`src/rtl/random_move_picker_if.sv`:
```
// Handshake and board-memory signals between a move requester and random_move_picker.
interface random_move_picker_if;
  logic [3:0] rnd;
  logic       req;
  logic [6:0] occ_addr;
  logic       occ_data;
  logic       busy;
  logic       valid;
  logic       fail;
  logic [3:0] row;
  logic [3:0] col;

  modport master (
    output rnd, req, occ_data,
    input  occ_addr, busy, valid, fail, row, col
  );

  modport slave (
    input  rnd, req, occ_data,
    output occ_addr, busy, valid, fail, row, col
  );
endinterface

```
`src/rtl/random_move_picker.sv`:
```
// Picks a random free board cell: rejection-samples row/col from an LFSR nibble,
// then probes board memory and retries occupied cells up to MAX_TRIES times.
module random_move_picker #(
  parameter int unsigned BOARD_SIZE = 9,
  parameter int unsigned MAX_TRIES  = 64
) (
  input logic                  CLK,
  input logic                  RST,
  random_move_picker_if.slave  mp
);

  typedef enum logic [2:0] {
    IDLE,
    GET_ROW,
    GET_COL,
    LOOKUP,
    CHECK
  } state_t;

  localparam logic [4:0] BS5 = 5'(BOARD_SIZE);
  localparam logic [6:0] BS7 = 7'(BOARD_SIZE);
  localparam logic [7:0] MT8 = 8'(MAX_TRIES);

  state_t     state;
  logic [3:0] row_r;
  logic [3:0] col_r;
  logic [7:0] tries;
  logic [7:0] tries_inc;
  logic       rnd_ok;

  assign tries_inc = tries + 8'd1;
  assign rnd_ok    = ({1'b0, mp.rnd} < BS5);

  always_ff @(posedge CLK) begin
    if (RST) begin
      state       <= IDLE;
      row_r       <= '0;
      col_r       <= '0;
      tries       <= '0;
      mp.row      <= '0;
      mp.col      <= '0;
      mp.occ_addr <= '0;
      mp.busy     <= 1'b0;
      mp.valid    <= 1'b0;
      mp.fail     <= 1'b0;
    end else begin
      mp.valid <= 1'b0;
      mp.fail  <= 1'b0;
      case (state)
        IDLE: begin
          if (mp.req) begin
            state   <= GET_ROW;
            tries   <= '0;
            mp.busy <= 1'b1;
          end
        end
        GET_ROW: begin
          if (rnd_ok) begin
            row_r <= mp.rnd;
            state <= GET_COL;
          end
        end
        GET_COL: begin
          // Address is formed here so it is already registered on LOOKUP entry.
          if (rnd_ok) begin
            col_r       <= mp.rnd;
            mp.occ_addr <= 7'(row_r) * BS7 + 7'(mp.rnd);
            state       <= LOOKUP;
          end
        end
        LOOKUP: begin
          state <= CHECK;
        end
        CHECK: begin
          mp.occ_addr <= '0;
          if (!mp.occ_data) begin
            mp.row   <= row_r;
            mp.col   <= col_r;
            mp.valid <= 1'b1;
            mp.busy  <= 1'b0;
            state    <= IDLE;
          end else begin
            tries <= tries_inc;
            if (tries_inc == MT8) begin
              mp.fail <= 1'b1;
              mp.busy <= 1'b0;
              state   <= IDLE;
            end else begin
              state <= GET_ROW;
            end
          end
        end
        default: begin
          state       <= IDLE;
          mp.busy     <= 1'b0;
          mp.occ_addr <= '0;
        end
      endcase
    end
  end

endmodule

```
`src/flat_wrapper.sv`:
```
// flat-port wrapper written by rule: the top's interface ports become plain ports
module random_move_picker_flat 
#(
  parameter int unsigned BOARD_SIZE = 9,
  parameter int unsigned MAX_TRIES  = 64
)
  (CLK, RST, mp_rnd, mp_req, mp_occ_data, mp_occ_addr, mp_busy, mp_valid, mp_fail, mp_row, mp_col);
  random_move_picker_if mp_i ();
  input logic CLK;
  input logic RST;
  input wire logic [$bits(mp_i.rnd)-1:0] mp_rnd;
  input wire logic [$bits(mp_i.req)-1:0] mp_req;
  input wire logic [$bits(mp_i.occ_data)-1:0] mp_occ_data;
  output wire logic [$bits(mp_i.occ_addr)-1:0] mp_occ_addr;
  output wire logic [$bits(mp_i.busy)-1:0] mp_busy;
  output wire logic [$bits(mp_i.valid)-1:0] mp_valid;
  output wire logic [$bits(mp_i.fail)-1:0] mp_fail;
  output wire logic [$bits(mp_i.row)-1:0] mp_row;
  output wire logic [$bits(mp_i.col)-1:0] mp_col;
  assign mp_i.rnd = mp_rnd;
  assign mp_i.req = mp_req;
  assign mp_i.occ_data = mp_occ_data;
  assign mp_occ_addr = mp_i.occ_addr;
  assign mp_busy = mp_i.busy;
  assign mp_valid = mp_i.valid;
  assign mp_fail = mp_i.fail;
  assign mp_row = mp_i.row;
  assign mp_col = mp_i.col;
  random_move_picker #(.BOARD_SIZE(BOARD_SIZE), .MAX_TRIES(MAX_TRIES)) u_core (.CLK(CLK), .RST(RST), .mp(mp_i));
endmodule
```
`config.mk`:
```
export PLATFORM = sky130hd
export DESIGN_NAME = random_move_picker_flat
export DESIGN_NICKNAME = d
export VERILOG_FILES = /design/src/rtl/random_move_picker_if.sv /design/src/rtl/random_move_picker.sv /design/src/flat_wrapper.sv
export SDC_FILE = /design/constraint.sdc
export NUM_CORES = 1
export LEC_CHECK = 0
export CORE_ASPECT_RATIO = 1.4
export CORE_MARGIN = 3
export CORE_UTILIZATION = 44
export CTS_CLUSTER_SIZE = 25
export DETAILED_ROUTE_END_ITERATION = 6
export PLACE_DENSITY = 0.66
export SYNTH_ARGS = -nofsm -noshare
export SYNTH_HDL_FRONTEND = slang
export SYNTH_SLANG_ARGS = --single-unit
```
`constraint.sdc`:
```
create_clock -name CLK -period 2.9 [get_ports CLK]
set_input_delay 0.29 -clock CLK [delete_from_list [all_inputs] [get_ports CLK]]
set_output_delay 0.29 -clock CLK [all_outputs]
set_load 0.01 [all_outputs]
```
# Yosys cells after proc, flatten, opt, wreduce, memory -nomap -nowiden
# Index checks and enable logic that the tools add are counted.
# word_totals
ff_bits	37
inputBits	8
output_inout_bits	18
# op_classes
addsub	2
n_mul	1
order_cmp	1
n_eq_ne	10
muxes	17
bitwise_logic	4
n_reduce_logical	13
# ops
op	n
$mux W8	2
$pmux W8 S2	1
$pmux W3 S5	1
$pmux W7 S2	1
$mux W3	4
$reduce_and A3 Y1	3
$reduce_or A3 Y1	3
$add A8 B1 Y8 const B	1
$eq A8 B7 Y1 const B	1
$reduce_and A2 Y1	4
$add A7 B4 Y7	1
$mul A4 B4 Y7 const B	1
$mux W7	1
$eq A3 B2 Y1 const B	2
$mux W1	6
$lt A4 B4 Y1 const B	1
$ne A2 B1 Y1 const B	2
$ne A2 B2 Y1 const B	2
$not A1 Y1	4
$eq A3 B1 Y1 const B	1
$eq A3 B3 Y1 const B	1
$logic_not A3 Y1	1
$ne A3 B2 Y1 const B	1
$pmux W1 S3	1
other kinds (2)	2

# Longest topological paths before layout
# Gate-level depths: netlist of run 1.
# logic_depth
word_depth	5
ltp_mapped	8
ltp_nobuf	8

# Worst setup path after synthesis of run 1
# No wires, ideal clock.
# synth_path
kind	flip-flop to flip-flop
startpoint	register u_core.row_r[0]
endpoint	register u_core.mp.occ_addr[6]
setup_ps	125
arrival_ps	1829
slack_ps	946
path_stages_with_launch	8
path_buffers	0
path_cell_list	dfxtp_1 ha_1 ha_1 ha_1 o21a_1 a211oi_1 nand4bb_1 nand3_1
# synth_between
elab_chain_cells	4
# synth_rtl
element	line	text
from (decl)	random_move_picker.sv:25	logic [3:0] row_r;
from (signal assigned)	random_move_picker.sv:59	row_r <= mp.rnd;
$mul A4 B4 Y7	random_move_picker.sv:67	mp.occ_addr <= 7'(row_r) * BS7 + 7'(mp.rnd);
$add A7 B4 Y7	random_move_picker.sv:67	
$mux W7	random_move_picker.sv:65	if (rnd_ok) begin
$pmux W7 S2	random_move_picker.sv:49	case (state)
to (signal assigned)	random_move_picker.sv:67	
to (decl)	random_move_picker_if.sv:20	output occ_addr, busy, valid, fail, row, col
# No other way between the ends. The select of a mux whose other input is x is not followed.
# A chain may end at the register's enable or synchronous reset.

# Worst setup path after layout of run 1
# layout_path
startpoint	register u_core.row_r[3]
endpoint	register u_core.mp.occ_addr[6]
# Same word-level chain as after synthesis.

==> results.sh, run 1 <==
export IMPL_r2r_slack_ns=0.77
export IMPL_fp_dieH_microns=83.1
export IMPL_fin_crit_sh=0.735
export IMPL_worst_path_max_fanout=5
export IMPL_core_area_sq_mm=0.00402
export IMPL_die_width_microns=61.1
export IMPL_cp_end_kind="register"
export IMPL_drc=0
export IMPL_critPathTopFamily="adder cells"
export IMPL_timing_setup_tns_ns=0
export IMPL_max_stage_delay_ns=0.42
export IMPL_critPathLaunchType="register"
export IMPL_cp_common_cell="ha_1"
export IMPL_hp_start="u_core.mp.row[0]"
export IMPL_vdd_drop_max_mv=0.348
export IMPL_viasPerCell=5.65
export IMPL_synthFlopType="dfxtp_1"
export IMPL_firstDrtPassIters=4
export IMPL_synth_distinct_cells=47
export IMPL_ant_nets=0
export IMPL_synth_edf_count=0
export IMPL_synth_area_leaders="dfxtp_1, ha_1, a21oi_1"
export IMPL_drv_slew=0
export IMPL_cts_num_sinks=37
export IMPL_numCtsBuffers=5
export IMPL_dpl_hpwl_microns=2960
export IMPL_path_class="register to register"
export IMPL_final_nets=257
export IMPL_hold_viol=0
export IMPL_post_cts_setup_buffers=0
export IMPL_reg2reg_depth=7
export IMPL_vias=1583
export IMPL_synth_fp_nets=232
export IMPL_grt_max_degree=15
export IMPL_maxCapViolations=0
export IMPL_netlist_instances=211
export IMPL_hold_buffers=0
export IMPL_p_leak_nw=0.868
export IMPL_hold_depth=2
export IMPL_placementRows=27
export IMPL_reg2reg_to="u_core.mp.occ_addr[6]"
export IMPL_synth_avg_cell_area_sq_um=8.87
export IMPL_synthArstFlopShare=0
export IMPL_cts_buffer_depth=2
export IMPL_grt_antenna_before_repair=0
export IMPL_syn2layout_area_growth_pct=20.7
export IMPL_yosysTopAreaCell="dfxtp_1"
export IMPL_required_ns=3.09
export IMPL_wl_per_cell_microns=14.4
export IMPL_setup_viol=0
export IMPL_die_area_sq_mm=0.00508
export IMPL_critical_path_depth=7
export IMPL_rsz0062_at_grt="false"
export IMPL_place_area_sq_mm=0.00214
export IMPL_n_fill_cell=377
export IMPL_multi_input_area_sq_mm=0.00105
export IMPL_n_antenna_cell=0
export IMPL_final_area_sq_mm=0.00226
export IMPL_regArea_sq_um=741
export IMPL_powerDensity_mw_per_mm2=493
export IMPL_routabilityCongestion=0.909
export IMPL_ys_top_cells_by_count="dfxtp_1, nor2_1, a21oi_1, nand2_1, ha_1"
export IMPL_worstPathArrival_ns=2.32
export IMPL_ys_seq_area_frac=0.396
export IMPL_drtIter0Drc=48
export IMPL_clk_latency_ns=0.30
export IMPL_worstMarginPinSlew_ns=0.659
export IMPL_tritoncts="yes"
export IMPL_initial_core_util=0.465
export IMPL_num_io_pins=26
export IMPL_clk_pin_slew_ns=0.08
export IMPL_skew_ns=0.00947
export IMPL_overflow=0
export IMPL_cts_root_buf="clkbuf_8"
export IMPL_yosysWarnings=0
export IMPL_grt_util_all_layers=0.177
export IMPL_synth_top_area_share=0.396
export IMPL_grt_pass1_wl_microns=6840
export IMPL_post_route_min_period_ns=2.13
export IMPL_cpMaxStageDelayCell="dfxtp_1"
export IMPL_yosysMostFrequentCell="dfxtp_1"
export IMPL_ctsResizeCount=0
export IMPL_whs_endpoint="u_core.mp.row[0]"
export IMPL_synth_seq_cells=37
export IMPL_routed_wl_microns=4040
export IMPL_netlist_area_sq_mm=0.00187
export IMPL_crit_chain="ha_1 -> ha_1 -> ha_1 -> o21a_1 -> a211oi_1 -> nand4bb_1 -> nand3_1"
export IMPL_hold_class="register to register"
export IMPL_grt_pass1_vias=1532
export IMPL_status="complete, no violations"
export IMPL_drive_gt1_frac=0.0717
export IMPL_fmax_ghz=0.469
export IMPL_portBuffers=25
export IMPL_maxSlewHeadroom=0.561
export IMPL_worstReg2RegStart="u_core.row_r[3]"
export IMPL_path_buf_inv=0
export IMPL_h_tree_depth=2
export IMPL_utilization=0.561
[registers in the layout, summed over array words and instances, names as in the netlist]
signal	flops
u_core.mp.col	4
u_core.state	3
u_core.mp.occ_addr	7
u_core.tries	8
u_core.mp.busy	1
u_core.col_r	4
u_core.mp.fail	1
u_core.row_r	4
u_core.mp.valid	1
u_core.mp.row	4
[layout by cell type, fill, tap and decap left out, drive strengths merged, types with 2 or more instances in the layout]
cell type and instances:
a211o 3, a211oi 3, a21oi 22, a22oi 3, a31oi 2, and3 4
buf 2, clkbuf 5, clkdlybuf4s50 25, dfxtp 37, ha 12, inv 8
mux2i 6, nand2 22, nand3 6, nand4 4, nand4bb 2, nor2 25
nor2b 5, nor3 5, o21a 3, o21ai 7, o31ai 2, or3b 5
[layout make-up]
class                      count  share of cell area
multi-input combinational    157               0.466
clock inverter                 3              0.0205
clock buffer                   5              0.0305
timing repair buffer          27               0.118
sequential                    37               0.328
inverter                       8              0.0133
tap                           43              0.0238
[report_power, final]
part           internal (mW)  switching, mW  total, mW
registers              0.520         0.0153      0.536
clock network          0.257          0.197      0.454
logic                 0.0545         0.0681      0.123
[per-layer routing]
layer,track usage,vias up,share of wire
li1,-,814,-
met1,0.202,739,0.44
met3,0.0498,6,0.030
met4,0.0809,0,0.020
met2,0.291,24,0.51
met5,0,-,0
[metrics by stage]
| step | hold WS [ns] | std cells | total power [mW] | setup slack [ns] |
|---|---|---|---|---|
| global placement | 0.445 | 272 | 0.669 | 0.562 |
| global route | 0.478 | 280 | 1.16 | 0.626 |
| detailed placement | 0.449 | 272 | 0.670 | 0.520 |
| CTS | 0.460 | 280 | 1.12 | 0.767 |
| floorplan | 0.431 | 211 | 0.624 | 0.946 |
| finish | 0.456 | 280 | 1.11 | 0.768 |
[worst reg2reg max path, cell delays in order, from the launching register on]
cell	delay, ns
dfxtp_1	0.42
ha_1	0.27
ha_1	0.27
ha_1	0.35
o21a_1	0.20
a211oi_1	0.28
nand4bb_1	0.16
nand3_1	0.07
[logic make-up after synthesis]
family / count (synthesis) / share of synthesized area
adder cells (fa/ha/maj): 13 / 0.0910
flip-flops: 37 / 0.396
multiplexers: 7 / 0.0381
AO/OA/AOI/OAI: 53 / 0.191
AND/OR/NAND/NOR: 84 / 0.243
buffers and inverters: 17 / 0.0415
[worst max-delay path by stage]
stage | end | start
after floorplan | u_core.mp.occ_addr[6] | u_core.row_r[0]
after global placement | u_core.mp.occ_addr[5] | mp_rnd[1]
after detailed placement | u_core.mp.occ_addr[6] | mp_rnd[2]
after CTS | u_core.mp.occ_addr[6] | u_core.row_r[0]
after global routing | u_core.mp.occ_addr[5] | mp_rnd[1]
final | u_core.mp.occ_addr[6] | u_core.row_r[3]
(Power assumes the default switching activity.)
==> run 2: changes to the inputs <==
--- a/config.mk
+++ b/config.mk
@@ -10,7 +10,7 @@
 export CORE_UTILIZATION = 44
 export CTS_CLUSTER_SIZE = 25
 export DETAILED_ROUTE_END_ITERATION = 6
-export PLACE_DENSITY = 0.66
+export PLACE_DENSITY = 0.69
 export SYNTH_ARGS = -nofsm -noshare
 export SYNTH_HDL_FRONTEND = slang
 export SYNTH_SLANG_ARGS = --single-unit
==> constraint.sdc (replaced) <==
create_clock -name CLK -period 1.87 [get_ports CLK]
set_input_delay 0.187 -clock CLK [delete_from_list [all_inputs] [get_ports CLK]]
set_output_delay 0.187 -clock CLK [all_outputs]
set_load 0.01 [all_outputs]
==> results.sh, run 2 (same netlist as run 1, synthesis figures left out) <==
export IMPL_status="complete, no violations"
export IMPL_portBuffers=25
export IMPL_cts_buffer_depth=2
export IMPL_rsz0062_at_grt="true"
export IMPL_maxCapViolations=0
export IMPL_n_antenna_cell=0
export IMPL_crit_chain="ha_4 -> ha_4 -> ha_4 -> o21a_1 -> a211oi_2 -> nand4bb_1 -> nand3_1"
export IMPL_fin_crit_sh=0.967
export IMPL_placementRows=27
export IMPL_crit_start="u_core.row_r[3]"
export IMPL_overflow=0
export IMPL_maxSlewHeadroom=0.764
export IMPL_skew_ns=0.00748
export IMPL_initial_core_util=0.465
export IMPL_final_nets=277
export IMPL_core_area_sq_mm=0.00402
export IMPL_cts_root_buf="clkbuf_8"
export IMPL_wl_per_cell_microns=14.2
export IMPL_drc=0
export IMPL_dpl_hpwl_microns=3130
export IMPL_vias=1662
export IMPL_worstReg2RegStart="u_core.row_r[3]"
export IMPL_routabilityCongestion=0.823
export IMPL_h_tree_depth=2
export IMPL_cp_end_kind="register"
export IMPL_clk_latency_ns=0.29
export IMPL_place_inst=291
export IMPL_path_class="register to register"
export IMPL_syn2layout_area_growth_pct=35.5
export IMPL_crit_path_end="u_core.mp.occ_addr[6]"
export IMPL_firstDrtPassIters=4
export IMPL_reg2reg_depth=7
export IMPL_largest_reg_flops=8
export IMPL_final_area_sq_mm=0.00253
export IMPL_grt_util_all_layers=0.182
export IMPL_grt_max_degree=21
export IMPL_powerDensity_mw_per_mm2=722
export IMPL_grt_pass1_vias=1613
export IMPL_clk_pin_slew_ns=0.08
export IMPL_worst_path_max_fanout=4
export IMPL_die_width_microns=61.1
export IMPL_top_register="u_core.tries"
export IMPL_cts_num_sinks=37
export IMPL_tritoncts="yes"
export IMPL_most_common_layout_cells="dfxtp_1, clkdlybuf4s50_1, nor2_1"
export IMPL_drtIter0Drc=87
export IMPL_cpMaxStageDelayCell="dfxtp_2"
export IMPL_max_stage_delay_ns=0.34
export IMPL_required_ns=2.05
export IMPL_num_io_pins=26
export IMPL_worstPathArrival_ns=1.99
export IMPL_layout_commonest_cell="dfxtp_1"
export IMPL_hold_class="register to register"
export IMPL_hold_viol=0
export IMPL_post_route_min_period_ns=1.81
export IMPL_worstMarginPinSlew_ns=0.353
export IMPL_critPathLaunchType="register"
export IMPL_vdd_drop_max_mv=0.557
export IMPL_finalNonFillerCells=300
export IMPL_ant_nets=0
export IMPL_place_area_sq_mm=0.00231
export IMPL_viasPerCell=5.54
export IMPL_cp_common_cell="ha_4"
export IMPL_grt_pass1_wl_microns=7160
export IMPL_p_leak_nw=0.971
export IMPL_reg2reg_to="u_core.mp.occ_addr[6]"
export IMPL_setup_viol=0
export IMPL_fmax_ghz=0.553
export IMPL_fp_dieH_microns=83.1
export IMPL_die_area_sq_mm=0.00508
export IMPL_numCtsBuffers=5
export IMPL_drv_slew=0
export IMPL_routed_wl_microns=4270
export IMPL_r2r_slack_ns=0.06
export IMPL_drive_gt1_frac=0.191
export IMPL_reg_largest_list="u_core.tries (8), u_core.mp.occ_addr (7)"
export IMPL_timing_setup_tns_ns=0
export IMPL_grt_antenna_before_repair=0
[run 2: cell count changes in the layout (fill, tap and decap cells not counted), moves of 2 or more]
cell / delta
dfxtp_1: -2
dfxtp_2: +2
ha_4: +7
buf_4: +18
ha_1: -7
[run 2: worst min-delay path by stage]
| stage | start | endpoint | slack, ns | depth (start not counted) |
|---|---|---|---|---|
| detailed placement | u_core.mp.row[3] | u_core.mp.row[3] | 0.45 | 2 |
| finish | u_core.col_r[1] | u_core.mp.col[1] | 0.45 | 2 |
| global placement | u_core.mp.row[3] | u_core.mp.row[3] | 0.44 | 2 |
| CTS | u_core.col_r[1] | u_core.mp.col[1] | 0.46 | 2 |
| floorplan | mp_rnd[1] | u_core.row_r[1] | 0.33 | 2 |
| global route | u_core.mp.row[1] | u_core.mp.row[1] | 0.48 | 2 |
[run 2: worst max-delay path, delay by kind of cell, from the launching register on]
family	cells	cell delay (ns)
AND/OR/NAND/NOR	2	0.21
AO/OA/AOI/OAI	2	0.44
flip-flops	1	0.34
adder cells (fa/ha/maj)	3	0.70
[run 2: power by group]
part	total [mW]	switching, mW	internal (mW)
logic	0.260	0.127	0.133
registers	0.828	0.0204	0.808
clock network	0.742	0.308	0.434
[run 2: final cells by class]
type,count,area [sq um]
multi-input cells,157,1150
inverters,8,30.0
flip-flops and latches,37,743
clock inverters,2,37.5
fillers,346,1490
well taps,43,53.8
repair buffers,47,432
clock buffers,6,82.6
[run 2: per-stage QoR]
stage	power [mW]	util	worst slack [ns]	hold WS (ns)
after floorplan	0.975	-	0.0113	0.331
after global placement	1.08	0.576	-0.275	0.445
after detailed placement	1.08	0.576	-0.302	0.450
after CTS	1.83	0.615	0.00217	0.461
after global routing	1.90	0.630	-0.0274	0.476
final	1.83	0.630	0.0611	0.454
[run 2: timing repair]
action / CTS / global route
resized for setup: 5 / 9
pin swaps: 6 / 7
setup endpoints to repair: 2 / 3
setup buffers: 1 / 0
endpoints found under the hold margin: 0 / 0
hold buffers: 0 / 0
[run 2: routing by layer]
layer | up-vias | track usage | wire (microns)
li1 | 846 | - | -
met1 | 781 | 0.213 | 1830
met2 | 29 | 0.312 | 2260
met3 | 6 | 0.0342 | 111
met4 | 0 | 0.0710 | 63
met5 | - | 0 | 0
==> RTL edit: new RTL, flow settings as in run 2 <==
`MAX_TRIES` is set to 64 in 2 places; all go to 32.
--- a/src/rtl/random_move_picker.sv
+++ b/src/rtl/random_move_picker.sv
@@ -3,5 +3,5 @@
 module random_move_picker #(
   parameter int unsigned BOARD_SIZE = 9,
-  parameter int unsigned MAX_TRIES  = 64
+  parameter int unsigned MAX_TRIES  = 32
 ) (
   input logic                  CLK,
--- a/src/flat_wrapper.sv
+++ b/src/flat_wrapper.sv
@@ -3,5 +3,5 @@
 #(
   parameter int unsigned BOARD_SIZE = 9,
-  parameter int unsigned MAX_TRIES  = 64
+  parameter int unsigned MAX_TRIES  = 32
 )
   (CLK, RST, mp_rnd, mp_req, mp_occ_data, mp_occ_addr, mp_busy, mp_valid, mp_fail, mp_row, mp_col);
Function: no difference found for any inputs over 10 cycles, from zero or initial values and one cycle with RST high; that may be too few to reach the edited logic, so the function may still have changed.
==> RTL edit against run 2 <==
The run now ends with setup timing left; total power is 10% lower; setup slack worse by 0.17 ns; routed wire length increased by 1.7%; utilization down 1.5 points; synthesized area down 0.67%; non-clock buffer count is the same; clock skew fell by 0.0035 ns; sequential cell count stayed put; design area is 3.2% lower; via count is 1.4% higher; clock power decreased by 25%; critical endpoint unchanged; largest cell class unchanged; highest routed layer unchanged.
==> RTL edit: results (changes against run 2) <==
Run status
  – Outcome: finished, violations left
  – Failing checks: setup timing

Placed design
  – Hpwl dp: 3170 um (+1.2%)
  – Placed cell areas: 2320 um2 (+0.27%)

Worst setup path
  – Crit. Startpoint: u_core.row_r[0]$_SDFFE_PP0P_
  – CP max stage delay: 0.40 ns (+0.06 ns)
  – Crit path DAT: 2.21 ns (+0.22 ns)
  – Slowest CP cell: or4_1

Drt
  – Met1 WL: 1850 um (+0.93%)
  – Vias per inst: 5.55 (+0.11%)
  – Metal3 WL: 121 um (+9.0%)
  – Drt first-iter violations: 61 (-30%)

Cells and area
  – Clkbuf count: 7 (+1)
  – Filler cells: 366 (+5.8%)
  – ClkCell Share: 3.52% (-1.2 points)
  – Area of the multi-input gates: 1130 um2 (-2.3%)
  – Post-route cell area: 2450 um2 (-3.2%)
  – Multi-input gates: 165 (+5.1%)
  – Fraction of cell area in non-clock buffers: 16.9% (-0.098 points)

Synthesis
  – Sequential area share after synthesis: 39.9% (+0.27 points)
  – Top post-synthesis cells by count: dfxtp_1 (37), a21oi_1 (32), nand2_1 (31), nor2_1 (22), ha_1 (12)
  – Xor-xnor portion of the synthesized cell area: 2.29% (+2.3 points)

Power
  – IR Drop Worst-Case VDD: 0.000339 V (-39%)
  – LEAKAGE: 0.954 nW (-1.8%)

STA
  – Slew headroom: 75.2% (-1.2 points)
  – Final WS setup: -0.110 ns (-0.171 ns)
  – Final setup viols: 1 (+1)

GRT
  – Tot GR Track Use: 18.2% (+0.047 points)
  – Vias in the first global route: 1629 (+0.99%)
[RTL edit: path summary, 6_finish.rpt]
check / endpoint / slack [ns] / cells after the start
setup / recovery: u_core.mp.occ_addr[6]$_SDFFE_PP0P_ / -0.11 / 8
hold / removal: u_core.mp.row[1]$_SDFFE_PP0P_ / 0.45 / 2
hold reg to reg: u_core.mp.row[1]$_SDFFE_PP0P_ / 0.45 / 2
setup reg to reg: u_core.mp.occ_addr[6]$_SDFFE_PP0P_ / -0.11 / 8
[RTL edit: logic make-up (layout without fill, tap and decap cells)]
kind of cell | after synthesis | in the layout
adder cells (fa/ha/maj) | 13 | 13
XOR/XNOR | 4 | 4
multiplexers | 4 | 4
AO/OA/AOI/OAI | 57 | 57
buffers and inverters | 13 | 59
AND/OR/NAND/NOR | 87 | 87
flip-flops | 37 | 37
[RTL edit: worst max-delay path, delay by kind of cell, from the launching register on]
family                     cells  cell delay, ns
DFF                            1            0.37
adders and majority gates      3            0.75
AOI/OAI and AO/OA              3            0.34
and+or+nand+nor                2            0.47
[RTL edit: report_power, final]
| group | internal, W | total, W | switching [W] |
|---|---|---|---|
| Clock | 0.000292 | 0.000557 | 0.000265 |
| Combinational | 0.000133 | 0.000261 | 0.000129 |
| Sequential | 0.000806 | 0.000826 | 0.0000197 |
| Total | 0.00123 | 0.00164 | 0.000413 |
[RTL edit: what timing repair did]
item	4_1_cts	5_1_grt
setup endpoints to repair	2	2
pin swaps	2	2
resized for setup	7	3
hold buffers	0	0
[RTL edit: metal layers]
layer	GRT usage [%]	up-vias
met5	0	-
met2	31.4	28
li1	-	853
met3	3.73	8
met1	21.5	797
met4	6.51	0
